===== config.mk =====
export PLATFORM = sky130hd
export DESIGN_NAME = aes_round_ctrl_flat
export DESIGN_NICKNAME = d
export VERILOG_FILES = /design/src/rtl/aes_pkg.sv /design/src/rtl/aes_round_ctrl_if.sv /design/src/rtl/aes_ks_watchdog.sv /design/src/rtl/aes_round_ctrl.sv /design/src/flat_wrapper.sv
export SDC_FILE = /design/constraint.sdc
export NUM_CORES = 1
export LEC_CHECK = 0
export ABC_AREA = 1
export ABC_CLOCK_PERIOD_IN_PS = 2100
export BUFFER_PORTS_ARGS = -buffer_cell sky130_fd_sc_hd__clkbuf_2
export CELL_PAD_IN_SITES_DETAIL_PLACEMENT = 0
export CELL_PAD_IN_SITES_GLOBAL_PLACEMENT = 1
export CORE_MARGIN = 5
export CORE_UTILIZATION = 35
export DETAILED_ROUTE_END_ITERATION = 8
export GPL_ROUTABILITY_DRIVEN = 0
export PLACE_DENSITY_LB_ADDON = 0.1
export SYNTH_ARGS = -nofsm -noshare
export SYNTH_HDL_FRONTEND = slang
export SYNTH_HIERARCHICAL = 1
export SYNTH_SLANG_ARGS = --single-unit

===== constraint.sdc =====
create_clock -name Clk -period 2.1 [get_ports Clk]
set_clock_uncertainty 0.05 [all_clocks]
set_input_delay 0.105 -clock Clk [delete_from_list [all_inputs] [get_ports Clk]]
set_output_delay 0.105 -clock Clk [all_outputs]
set_load 0.05 [all_outputs]

===== src/rtl/aes_pkg.sv =====
// Shared AES controller definitions: round count, key-select width and the
// controller state encoding used by the round sequencer and key scheduler.
package aes_pkg;

  localparam int AES_NR       = 10;
  localparam int AES_KS_SEL_W = 4;

  typedef enum logic [2:0] {
    IDLE,
    KRST,
    KEN,
    KWAIT,
    ROUND,
    DONE,
    ERR
  } aes_rc_state_e;

endpackage


===== src/rtl/aes_round_ctrl_if.sv =====
// Block-level handshake bundle for the AES round controller.
// Optional macro AES_RC_DECRYPT_EN adds the per-block dec flag.
//
// Handshake semantics: a transfer happens on a rising clock edge where both
// valid and ready are high. A source holding valid keeps its payload stable
// until that edge; ready may depend on state but never on the same-cycle
// valid of the other side.
interface aes_round_ctrl_if;
  logic in_valid;
  logic in_ready;
  logic out_valid;
  logic out_ready;
`ifdef AES_RC_DECRYPT_EN
  logic dec;

  modport master (output in_valid, output out_ready, output dec,
                  input in_ready, input out_valid);
  modport slave  (input in_valid, input out_ready, input dec,
                  output in_ready, output out_valid);
`else
  modport master (output in_valid, output out_ready,
                  input in_ready, input out_valid);
  modport slave  (input in_valid, input out_ready,
                  output in_ready, output out_valid);
`endif
endinterface


===== src/rtl/aes_ks_watchdog.sv =====
// Key-scheduler timeout counter. After clear, cnt_q holds the number of clock
// edges elapsed since the clearing cycle; expire flags that the coming edge is
// the TIMEOUT-th one, so the owner can leave its wait state exactly then.
module aes_ks_watchdog #(
  parameter int TIMEOUT = 16
) (
  input  logic clk,
  input  logic rst,
  input  logic clear,
  input  logic count,
  output logic expire
);

  localparam int CW = $clog2(TIMEOUT + 1);

  logic [CW-1:0] cnt_q, cnt_d;

  // Next count: restart at one edge, otherwise count up and saturate.
  always_comb begin
    cnt_d = cnt_q;
    if (clear) begin
      cnt_d = CW'(1);
    end else if (count && (cnt_q != CW'(TIMEOUT))) begin
      cnt_d = cnt_q + 1'b1;
    end
  end

  assign expire = count && ((int'(cnt_q) + 1) == TIMEOUT);

  // Counter register.
  always_ff @(posedge clk) begin
    if (rst) cnt_q <= '0;
    else     cnt_q <= cnt_d;
  end

endmodule


===== src/rtl/aes_round_ctrl.sv =====
// AES-128 round sequencer: expands the key once (or after key_reload), then
// steps rounds 0..NR per accepted block and holds the result until taken.
// Optional macro AES_RC_DECRYPT_EN adds a per-block dec flag that reverses
// the round-key select order.
module aes_round_ctrl
  import aes_pkg::*;
#(
  parameter int NR         = AES_NR,
  parameter int KS_TIMEOUT = 16
) (
  input  logic                    Clk,
  input  logic                    Rst,
  aes_round_ctrl_if.slave         io,
  input  logic                    key_reload,
  output logic                    ks_rst,
  output logic                    ks_en,
  input  logic                    ks_ry,
  output logic [AES_KS_SEL_W-1:0] ks_sel,
  output logic                    rnd_load,
  output logic                    rnd_full,
  output logic                    rnd_last,
  output logic                    busy,
  output logic                    err,
  output aes_rc_state_e           dbg_state
);

  if (NR > 15 || NR < 1) begin : g_nr_check
    $error("aes_round_ctrl: NR must be within 1..15");
  end

  localparam logic [AES_KS_SEL_W-1:0] NR_L = AES_KS_SEL_W'(NR);

  aes_rc_state_e           state_q, state_d;
  logic [AES_KS_SEL_W-1:0] rnd_q, rnd_d;
  logic                    key_ok_q, key_ok_d;
  logic                    reload_pend_q, reload_pend_d;
  logic                    in_ready_c, out_valid_c;
  logic                    wd_clear, wd_count, wd_expire;
  logic [AES_KS_SEL_W-1:0] sel_c;

`ifdef AES_RC_DECRYPT_EN
  logic dec_q, dec_d;
  assign sel_c = dec_q ? (NR_L - rnd_q) : rnd_q;
`else
  assign sel_c = rnd_q;
`endif

  aes_ks_watchdog #(.TIMEOUT(KS_TIMEOUT)) u_wd (
    .clk    (Clk),
    .rst    (Rst),
    .clear  (wd_clear),
    .count  (wd_count),
    .expire (wd_expire)
  );

  // Next-state and Moore outputs of the sequencer.
  always_comb begin
    state_d       = state_q;
    rnd_d         = rnd_q;
    key_ok_d      = key_ok_q;
    reload_pend_d = reload_pend_q | key_reload;
`ifdef AES_RC_DECRYPT_EN
    dec_d         = dec_q;
`endif
    in_ready_c    = 1'b0;
    out_valid_c   = 1'b0;
    ks_rst        = 1'b0;
    ks_en         = 1'b0;
    ks_sel        = '0;
    rnd_load      = 1'b0;
    rnd_full      = 1'b0;
    rnd_last      = 1'b0;
    err           = 1'b0;
    wd_clear      = 1'b0;
    wd_count      = 1'b0;
    unique case (state_q)
      IDLE: begin
        in_ready_c = key_ok_q & ~reload_pend_q;
        if (reload_pend_q || (io.in_valid && !key_ok_q)) begin
          state_d = KRST;
        end else if (io.in_valid && in_ready_c) begin
          state_d = ROUND;
          rnd_d   = '0;
`ifdef AES_RC_DECRYPT_EN
          dec_d   = io.dec;
`endif
        end
      end
      KRST: begin
        ks_rst   = 1'b1;
        key_ok_d = 1'b0;
        state_d  = KEN;
      end
      KEN: begin
        ks_en    = 1'b1;
        wd_clear = 1'b1;
        state_d  = KWAIT;
      end
      KWAIT: begin
        wd_count = 1'b1;
        if (ks_ry) begin
          key_ok_d      = 1'b1;
          reload_pend_d = key_reload;
          state_d       = IDLE;
        end else if (wd_expire) begin
          state_d = ERR;
        end
      end
      ROUND: begin
        ks_sel   = sel_c;
        rnd_load = (rnd_q == '0);
        rnd_last = (rnd_q == NR_L);
        rnd_full = !rnd_load && !rnd_last;
        if (rnd_q == NR_L) state_d = DONE;
        else               rnd_d   = rnd_q + 1'b1;
      end
      DONE: begin
        out_valid_c = 1'b1;
        ks_sel      = sel_c;
        if (io.out_ready) state_d = IDLE;
      end
      ERR: begin
        err = 1'b1;
      end
      default: state_d = IDLE;
    endcase
  end

  assign io.in_ready  = in_ready_c;
  assign io.out_valid = out_valid_c;
  assign busy         = (state_q != IDLE);
  assign dbg_state    = state_q;

  // State registers; Rst overrides everything, including key_reload.
  always_ff @(posedge Clk) begin
    if (Rst) begin
      state_q       <= IDLE;
      rnd_q         <= '0;
      key_ok_q      <= 1'b0;
      reload_pend_q <= 1'b0;
`ifdef AES_RC_DECRYPT_EN
      dec_q         <= 1'b0;
`endif
    end else begin
      state_q       <= state_d;
      rnd_q         <= rnd_d;
      key_ok_q      <= key_ok_d;
      reload_pend_q <= reload_pend_d;
`ifdef AES_RC_DECRYPT_EN
      dec_q         <= dec_d;
`endif
    end
  end

endmodule

===== src/flat_wrapper.sv =====
// flat-port wrapper written by rule: the top's interface ports become plain ports
module aes_round_ctrl_flat import aes_pkg::*;
#(
  parameter int NR         = AES_NR,
  parameter int KS_TIMEOUT = 16
)
  (Clk, Rst, key_reload, ks_rst, ks_en, ks_ry, ks_sel, rnd_load, rnd_full, rnd_last, busy, err, dbg_state, io_in_valid, io_out_ready, io_in_ready, io_out_valid);
  aes_round_ctrl_if io_i ();
  input  logic Clk;
  input  logic Rst;
  input  logic key_reload;
  output logic ks_rst;
  output logic ks_en;
  input  logic ks_ry;
  output logic [AES_KS_SEL_W-1:0] ks_sel;
  output logic rnd_load;
  output logic rnd_full;
  output logic rnd_last;
  output logic busy;
  output logic err;
  output aes_rc_state_e dbg_state;
  input wire logic [$bits(io_i.in_valid)-1:0] io_in_valid;
  input wire logic [$bits(io_i.out_ready)-1:0] io_out_ready;
  output wire logic [$bits(io_i.in_ready)-1:0] io_in_ready;
  output wire logic [$bits(io_i.out_valid)-1:0] io_out_valid;
  assign io_i.in_valid = io_in_valid;
  assign io_i.out_ready = io_out_ready;
  assign io_in_ready = io_i.in_ready;
  assign io_out_valid = io_i.out_valid;
  aes_round_ctrl #(.NR(NR), .KS_TIMEOUT(KS_TIMEOUT)) u_core (.Clk(Clk), .Rst(Rst), .io(io_i), .key_reload(key_reload), .ks_rst(ks_rst), .ks_en(ks_en), .ks_ry(ks_ry), .ks_sel(ks_sel), .rnd_load(rnd_load), .rnd_full(rnd_full), .rnd_last(rnd_last), .busy(busy), .err(err), .dbg_state(dbg_state));
endmodule

==> results of run 1 <==
==> kinds of logic (layout without fill, tap and decap cells) <==
| group | count (synthesis) | after routing | share of synthesized area |
|---|---|---|---|
| adder cells (fa/ha/maj) | 6 | 6 | 0.0798 |
| flip-flops | 14 | 14 | 0.298 |
| AO/OA/AOI/OAI | 15 | 15 | 0.0878 |
| buffers and inverters | 26 | 54 | 0.105 |
| XOR/XNOR | 3 | 3 | 0.0279 |
| AND/OR/NAND/NOR | 87 | 87 | 0.402 |
==> per-stage QoR <==
stage	worst slack, ps	cells
2_1_floorplan	11.1	151
3_3_place_gp	468	202
3_5_place_dp	456	202
4_1_cts	123	209
5_1_grt	14.9	209
6_report	229	209
==> routing by layer <==
metal / global-route usage / routed length, µm / vias up
met5: 0 / 0 / -
met4: 0.0182 / 14 / 0
met3: 0.0393 / 161 / 2
met2: 0.164 / 839 / 25
met1: 0.195 / 1140 / 392
li1: - / - / 521
==> worst max-delay path by stage <==
stage,to,start
6_report,rnd_full,u_core/rnd_q[0]
3_3_place_gp,rnd_full,u_core/rnd_q[0]
3_5_place_dp,rnd_full,u_core/rnd_q[0]
4_1_cts,rnd_full,u_core/rnd_q[0]
2_1_floorplan,rnd_full,u_core/dbg_state[2]
5_1_grt,rnd_full,u_core/rnd_q[0]
==> cells in the final DEF (no fill, tap or decap), types with 2 or more instances in the layout <==
master	count
a21oi_1	4
ha_1	6
o21ai_0	7
nand2_2	3
nand2_1	29
inv_1	23
nor2_1	34
clkbuf_2	20
nor2_2	5
nand3_1	12
clkbuf_4	3
inv_2	2
xor2_1	2
dlygate4sd3_1	3
dfxtp_1	14
==> synth_stat cells (all sizes together) <==
cell	number	area, µm²
o211ai	1	7.51
xnor2	1	8.76
clkinv	1	5.00
nand2	32	128
xor2	2	17.5
inv	25	93.8
nor2	40	168
a21oi	5	28.8
nand3b	1	7.51
nor3	1	5.00
o21ai	8	40.0
a31oi	1	6.26
nand3	13	70.1
dfxtp	14	280
ha	6	75.1
==> timing repair <==
item                                    CTS  global route
endpoints found under the hold margin     2             0
resized for setup                         0             3
hold buffers                              3             0
endpoints found under the setup margin    0             1
==> worst max-delay path, cell delays in order (launching register included) <==
cell and delay (ps):
dfxtp_1 390, inv_1 100, ha_1 210, nand2_1 60, nor2_1 70, nor2_4 170, inv_1 80, a31oi_1 140
buf_4 220
==> power breakdown <==
group          leakage, nW  switching [mW]  internal, mW
sequential           0.114          0.0828         0.327
combinational        0.461           0.551         0.209
clock               0.0210          0.0881         0.105
==> area by class of cell <==
class,instances,area (µm²),share of cell area
Inverter,26,98.8,0.0852
Clock buffer,4,36.3,0.0313
Timing Repair Buffer,24,138,0.119
Tap cell,30,37.5,0.0324
Sequential cell,14,280,0.242
Multi-Input combinational cell,111,569,0.491
==> state kept, by name (all words and copies together) (netlist names) <==
| name | flops |
|---|---|
| u_core/rnd_q | 4 |
| u_core/reload_pend_q | 1 |
| u_core/u_wd/cnt_q | 5 |
| u_core/key_ok_q | 1 |
| u_core/dbg_state | 3 |
==> impl_metrics.ini, run 1 <==
[sta]
slew_headroom = 0.665
rsz0062_at_grt = no
holdWs_ps = 100
setup_viol_count_final = 0
period_share = 0.891
max_freq_mhz = 534
min_period_ps = 1870
fin_tns_setup_ps = 0
hold_violations = 0
worst_pin_slew_ps = 497
slew_violations = 0

[critical_path]
r2r_slack_ps = 280
cp.arrival_ps = 1720
crit_fanout = 4
worstPathRequired_ps = 1950
rr_worst_depth = 7
r2r_end = u_core/reload_pend_q
cp-start-kind = flip-flop
crit_path_end_kind = output port
path_class = flip-flop to output port
r2r_start = u_core/dbg_state[2]

[worst_hold_path]
min_to = u_core/key_ok_q
holdPathStages = 3
hold_path_class = primary input to flip-flop
hp-start = ks_ry

[detailed_routing]
wl_um = 2150
first_pass_iters = 4
drtAntennaViolNets = 0
via_count = 940
viasPerCell = 4.50
routedWlPerCell_um = 10.3
drc = 0
drtIter0Drc = 33

[clock_tree]
post_cts_buffers = 0
cts_max_path_buffers = 2
cts-root-buf = clkbuf_4
cts.sinks = 14
cts_tree = built
path_clk_slew_ps = 90
numCtsBuffers = 3
cts_max_level = 1
clk_latency_ps = 280

[die]
rows = 18
die_height_um = 61.9
initial_core_util = 0.373
ios = 22
die_w_um = 61.9
core_um2 = 2520
die_area_um2 = 3830

[placement]
hpwl_um = 1730
port_buffers = 21
placed_area_um2 = 1090

[yosys]
ys_seq_elements = 14
yosys_warnings = 6
synth_area_um2 = 941
synth_seq_area_share = 0.298
synth.distinct_cells = 22
netlist_instances = 151
syn_nets = 163
syn_area_per_cell_um2 = 6.23

[layout]
antennaDiodeCount = 0
final_util = 0.460
area.growth.synth_to_final_pct = 23.3
fillers = 276
final_layout_size_suffix_gt1_frac = 0.223
finalInstanceArea_um2 = 1160
final_nets = 192

[flow_run]
drv_cap = 0

[global_routing]
grt_pass1_wl_um = 3550
grt_max_degree = 9
first_global_vias = 796
grtUsageTotal = 0.124
overflow = 0
antenna_found_initial = 0

[power_and_ir_drop]
leakagePower_nw = 0.596
ir_drop_v = 0.000763
power_density_nw_per_um2 = 1170
p_total_mw = 1.36

[outcome]
status = finished, final reports clean
No activity file was read; power rests on OpenSTA's default activity.
==> inputs of run 2 (changes only) <==
Settings changed: PLACE_DENSITY from default to 0.87, PLACE_DENSITY_LB_ADDON 0.1 to default.
==> run 2 against run 1 <==
Compared with the run above:
- cell count down 0.48%
- core utilization down 0.55 points
- worst hold slack better by 9.1 ps
- sequential power about the same
- clock power down 23%
- register-to-register slack about the same
- wire length up 0.74%
- total power down 3.0%
- sequential share of layout area up 0.29 points
- highest routed layer unchanged
==> impl_metrics.ini, run 2 (synthesis gave the netlist of run 1 again) <==
[outcome]
status = finished, final reports clean

[critical_path]
crit_path_end_kind = output port
r2r_start = u_core/dbg_state[2]
cp_cell_sequence = inv_1, ha_1, nand2_1, nor2_1, nor2_4, inv_1, a31oi_1, buf_4
critical-path-max-stage-delay_ps = 400
worst_path_most_repeated_cell = inv_1
worstPathRequired_ps = 1950
r2r_slack_ps = 280
crit_fanout = 4
path_class = flip-flop to output port
r2r_end = u_core/reload_pend_q
rr_worst_depth = 7
cp-start-kind = flip-flop
cp.arrival_ps = 1750
critPathSlowestCell = dfxtp_1

[power_and_ir_drop]
p_clk_frac = 0.112
combPwrFrac = 0.577
intPower_mw = 0.601
switching_power_mw = 0.720
seqPwrFrac = 0.311
power_density_nw_per_um2 = 1150
switching_share = 0.545
ir_drop_v = 0.000582
leakagePower_nw = 0.589

[detailed_routing]
wl_um = 2170
routedWlPerCell_um = 10.4
drc = 0
first_pass_iters = 4
viasPerCell = 4.73
drtIter0Drc = 40
drtAntennaViolNets = 0
via_count = 984

[placement]
hpwl_um = 1730
port_buffers = 21
placed_area_um2 = 1090

[layout]
largest_reg_flops = 5
final_nets = 192
largest-register = u_core/u_wd/cnt_q
final_cell_mix = nor2_1, nand2_1, inv_1, clkbuf_2, dfxtp_1
area.growth.synth_to_final_pct = 21.8
finalInstanceArea_um2 = 1150
layout_commonest_cell = nor2_1
antennaDiodeCount = 0
final_layout_size_suffix_gt1_frac = 0.219

[sta]
period_share = 0.905
rsz0062_at_grt = no
slew_headroom = 0.670
slew_violations = 0
fin_tns_setup_ps = 0
setup_viol_count_final = 0
worst_pin_slew_ps = 490
hold_violations = 0
max_freq_mhz = 526
min_period_ps = 1900
holdWs_ps = 109

[die]
die_w_um = 61.9
rows = 18
die_area_um2 = 3830
core_um2 = 2520
ios = 22
die_height_um = 61.9
initial_core_util = 0.373

[worst_hold_path]
holdPathStages = 3
min_to = u_core/key_ok_q
hp-start = ks_ry
hold_path_class = primary input to flip-flop

[clock_tree]
cts_tree = built
clk_latency_ps = 270
cts_max_level = 1
post_cts_buffers = 0
numCtsBuffers = 3
cts.sinks = 14
path_clk_slew_ps = 80
cts_max_path_buffers = 2
cts-root-buf = clkbuf_4

[global_routing]
antenna_found_initial = 0
grt_pass1_wl_um = 3640
first_global_vias = 904
overflow = 0
grtUsageTotal = 0.126
grt_max_degree = 8

[flow_run]
drv_cap = 0
[run 2: critical path: cells and delay by family (launching register included)]
family                     cells  cell delay (ps)
AOI/OAI and AO/OA              1              140
buffers and inverters          3              410
DFF                            1              400
adders and majority gates      1              210
and+or+nand+nor                3              320
[run 2: stage by stage]
step            util  worst slack [ps]  power (mW)  cells
2_1_floorplan      -              11.1        1.01    151
3_3_place_gp   0.433               459        1.16    202
3_5_place_dp   0.433               443        1.17    202
4_1_cts        0.453               129        1.33    208
5_1_grt        0.454              17.7        1.45    208
6_report       0.454               199        1.32    208
[run 2: final cells by class]
type	count	area, µm²
Fill cell	285	1380
Multi-Input combinational cell	111	569
Sequential cell	14	280
Timing Repair Buffer	24	138
Inverter	26	98.8
Tap cell	30	37.5
Clock buffer	3	22.5
[run 2: timing repair]
item,in CTS,in global routing
hold buffers,3,0
hold endpoints to repair,2,0
gates resized for setup,0,3
endpoints found under the setup margin,0,1
[run 2: power groups by stage]
stage,clock network [mW],logic [mW],registers [mW]
6_report,0.148,0.763,0.411
5_1_grt,0.175,0.852,0.423
4_1_cts,0.157,0.762,0.410
3_5_place_dp,0,0.753,0.415
3_3_place_gp,0,0.747,0.413
2_1_floorplan,0,0.538,0.470
[run 2: how the worst max path moves through the flow]
stage / slack, ps / startpoint / cells after the start / to
after floorplan: 10 / u_core/dbg_state[2] / 4 / rnd_full
after detailed placement: 440 / u_core/rnd_q[0] / 8 / rnd_full
after CTS: 130 / u_core/rnd_q[0] / 8 / rnd_full
after global placement: 460 / u_core/rnd_q[0] / 8 / rnd_full
final: 200 / u_core/rnd_q[0] / 8 / rnd_full
after global routing: 20 / u_core/rnd_q[0] / 8 / rnd_full
[run 2: routing by layer]
metal | GRT usage | part of all wire | vias up
li1 | - | - | 523
met1 | 0.178 | 0.51 | 438
met2 | 0.193 | 0.43 | 21
met3 | 0.0269 | 0.056 | 2
met4 | 0.0364 | 0.0046 | 0
met5 | 0 | 0 | -
==> inputs of run 3 (changes only) <==
Settings changed: CORE_UTILIZATION 35 to 37, CTS_BUF_LIST from default to sky130_fd_sc_hd__clkbuf_2 sky130_fd_sc_hd__clkbuf_4 sky130_fd_sc_hd__clkbuf_8, PLACE_DENSITY 0.87 to 0.91.
==> run 3 against run 2 <==
Compared with the run above:
- fmax is 1.1% lower
- clock power is 32% higher
- critical endpoint unchanged
- global-route usage is 0.50 points higher
- combinational power shrank 0.5%
- critical path type unchanged
- largest cell class unchanged
- clock-buffer cell count increased by 1
- core utilization up 1.7 points
- via count is 2.0% lower
==> impl_metrics.ini, run 3 (synthesis gave the netlist of run 1 again) <==
[critical_path]
crit_fanout = 4
path_buf_inv = 3
worstPathRequired_ps = 1950
worst_path_most_repeated_cell = inv_1
cp-start-kind = flip-flop
cp_num_cells = 8
path_class = flip-flop to output port
r2r_end = u_core/reload_pend_q
cp_top_family = buffers and inverters
critical-path-max-stage-delay_ps = 380
cp_cell_sequence = inv_1, ha_1, nand2_1, nor2_1, nor2_4, inv_1, a31oi_1, buf_2
critPathSlowestCell = dfxtp_1
cp.arrival_ps = 1770
r2r_slack_ps = 290
crit_path_end_kind = output port
r2r_start = u_core/dbg_state[1]
rr_worst_depth = 6

[detailed_routing]
top_layer_used = met4
wl_um = 2140
via_count = 964
routedLengthMet1_um = 1070
routedWlPerCell_um = 10.2
drtIter0Drc = 26
wl_met2_um = 867
drtAntennaViolNets = 0
wl_met3_um = 180
first_pass_iters = 4
drc = 0
viasPerCell = 4.61

[die]
rows = 18
die_area_um2 = 3650
die_height_um = 60.4
core_um2 = 2450
ios = 22
die_w_um = 60.4
initial_core_util = 0.383

[global_routing]
grt_max_degree = 9
grt_pass1_wl_um = 3680
grtUsageTotal = 0.131
overflow = 0
first_global_vias = 893
antenna_found_initial = 0

[clock_tree]
numCtsBuffers = 3
cts-root-buf = clkbuf_4
cts_tree = built
cts_max_path_buffers = 2
path_clk_slew_ps = 80
post_cts_buffers = 0
clk_latency_ps = 280
cts.sinks = 14
cts_max_level = 1

[sta]
hold_violations = 0
min_period_ps = 1920
worst_pin_slew_ps = 472
max_freq_mhz = 520
slew_violations = 0
setup_viol_count_final = 0
slew_headroom = 0.682
fin_tns_setup_ps = 0
holdWs_ps = 96.6
rsz0062_at_grt = no
layout_setup_ws_ps = 179
period_share = 0.915

[outcome]
status = finished, final reports clean

[layout]
largest-register = u_core/u_wd/cnt_q
fillers = 261
final_nets = 192
area.growth.synth_to_final_pct = 23.0
antennaDiodeCount = 0
final_cell_mix = nor2_1, nand2_1, inv_1, clkbuf_2, dfxtp_1
largest_reg_flops = 5
final_util = 0.471
final_layout_size_suffix_gt1_frac = 0.223
layout_commonest_cell = nor2_1

[placement]
place_ws_ps = 458
port_buffers = 21
hpwl_um = 1720

[worst_hold_path]
holdPathStages = 3
min_to = u_core/key_ok_q
hp-start = ks_ry
hold_path_class = primary input to flip-flop

[power_and_ir_drop]
power_density_nw_per_um2 = 1180
leakagePower_nw = 0.596
ir_drop_v = 0.000676

[flow_run]
drv_cap = 0
==> run 3: cell count changes in the layout (fill, tap and decap cells not counted), sizes merged <==
cell	delta
clkbuf	+1
==> run 3: how the worst max path moves through the flow <==
stage	start	endpoint	slack [ps]
after CTS	u_core/rnd_q[0]	rnd_full	130
after floorplan	u_core/dbg_state[2]	rnd_full	10
final	u_core/rnd_q[0]	rnd_full	180
after global routing	u_core/rnd_q[0]	rnd_full	20
after detailed placement	u_core/u_wd/cnt_q[0]	u_core/dbg_state[1]	460
after global placement	u_core/rnd_q[0]	rnd_full	490
==> run 3: worst register-to-register path, stage by stage, from the launching register on <==
cell	delay, ps
dfxtp_1	470
nand3_1	170
inv_1	190
nand2_1	110
a21oi_1	130
nor2_1	40
dlygate4sd3_1	540
==> run 3: where the power goes <==
part           total [mW]  leakage, nW  switching, mW  internal (mW)
Clock               0.195       0.0210         0.0895          0.105
Combinational       0.759        0.461          0.551          0.207
Sequential          0.408        0.114         0.0810          0.327
==> run 3: final cells by class <==
| type | instances | area (µm²) | share of cell area |
|---|---|---|---|
| multi-input combinational | 111 | 569 | 0.492 |
| sequential | 14 | 280 | 0.242 |
| timing repair buffer | 24 | 135 | 0.117 |
| inverter | 26 | 98.8 | 0.0854 |
| tap | 30 | 37.5 | 0.0324 |
| clock buffer | 4 | 36.3 | 0.0314 |
==> run 3: repair_timing <==
action / CTS / global route
hold buffers: 3 / 0
resized for setup: 0 / 1
endpoints found under the hold margin: 2 / 0
endpoints found under the setup margin: 0 / 1
==> run 3: per-layer routing <==
layer  vias up  GRT usage
met5         -          0
met4         0     0.0557
met3         2     0.0298
met2        26      0.210
met1       412      0.169
li1        524          -
==> run 3: through the flow <==
stage          std cells  power (mW)  cell area [µm²]
2_1_floorplan        151        1.01              948
3_3_place_gp         202        1.16             1090
3_5_place_dp         202        1.17             1090
4_1_cts              209        1.38             1160
5_1_grt              209        1.49             1160
6_report             209        1.36             1160
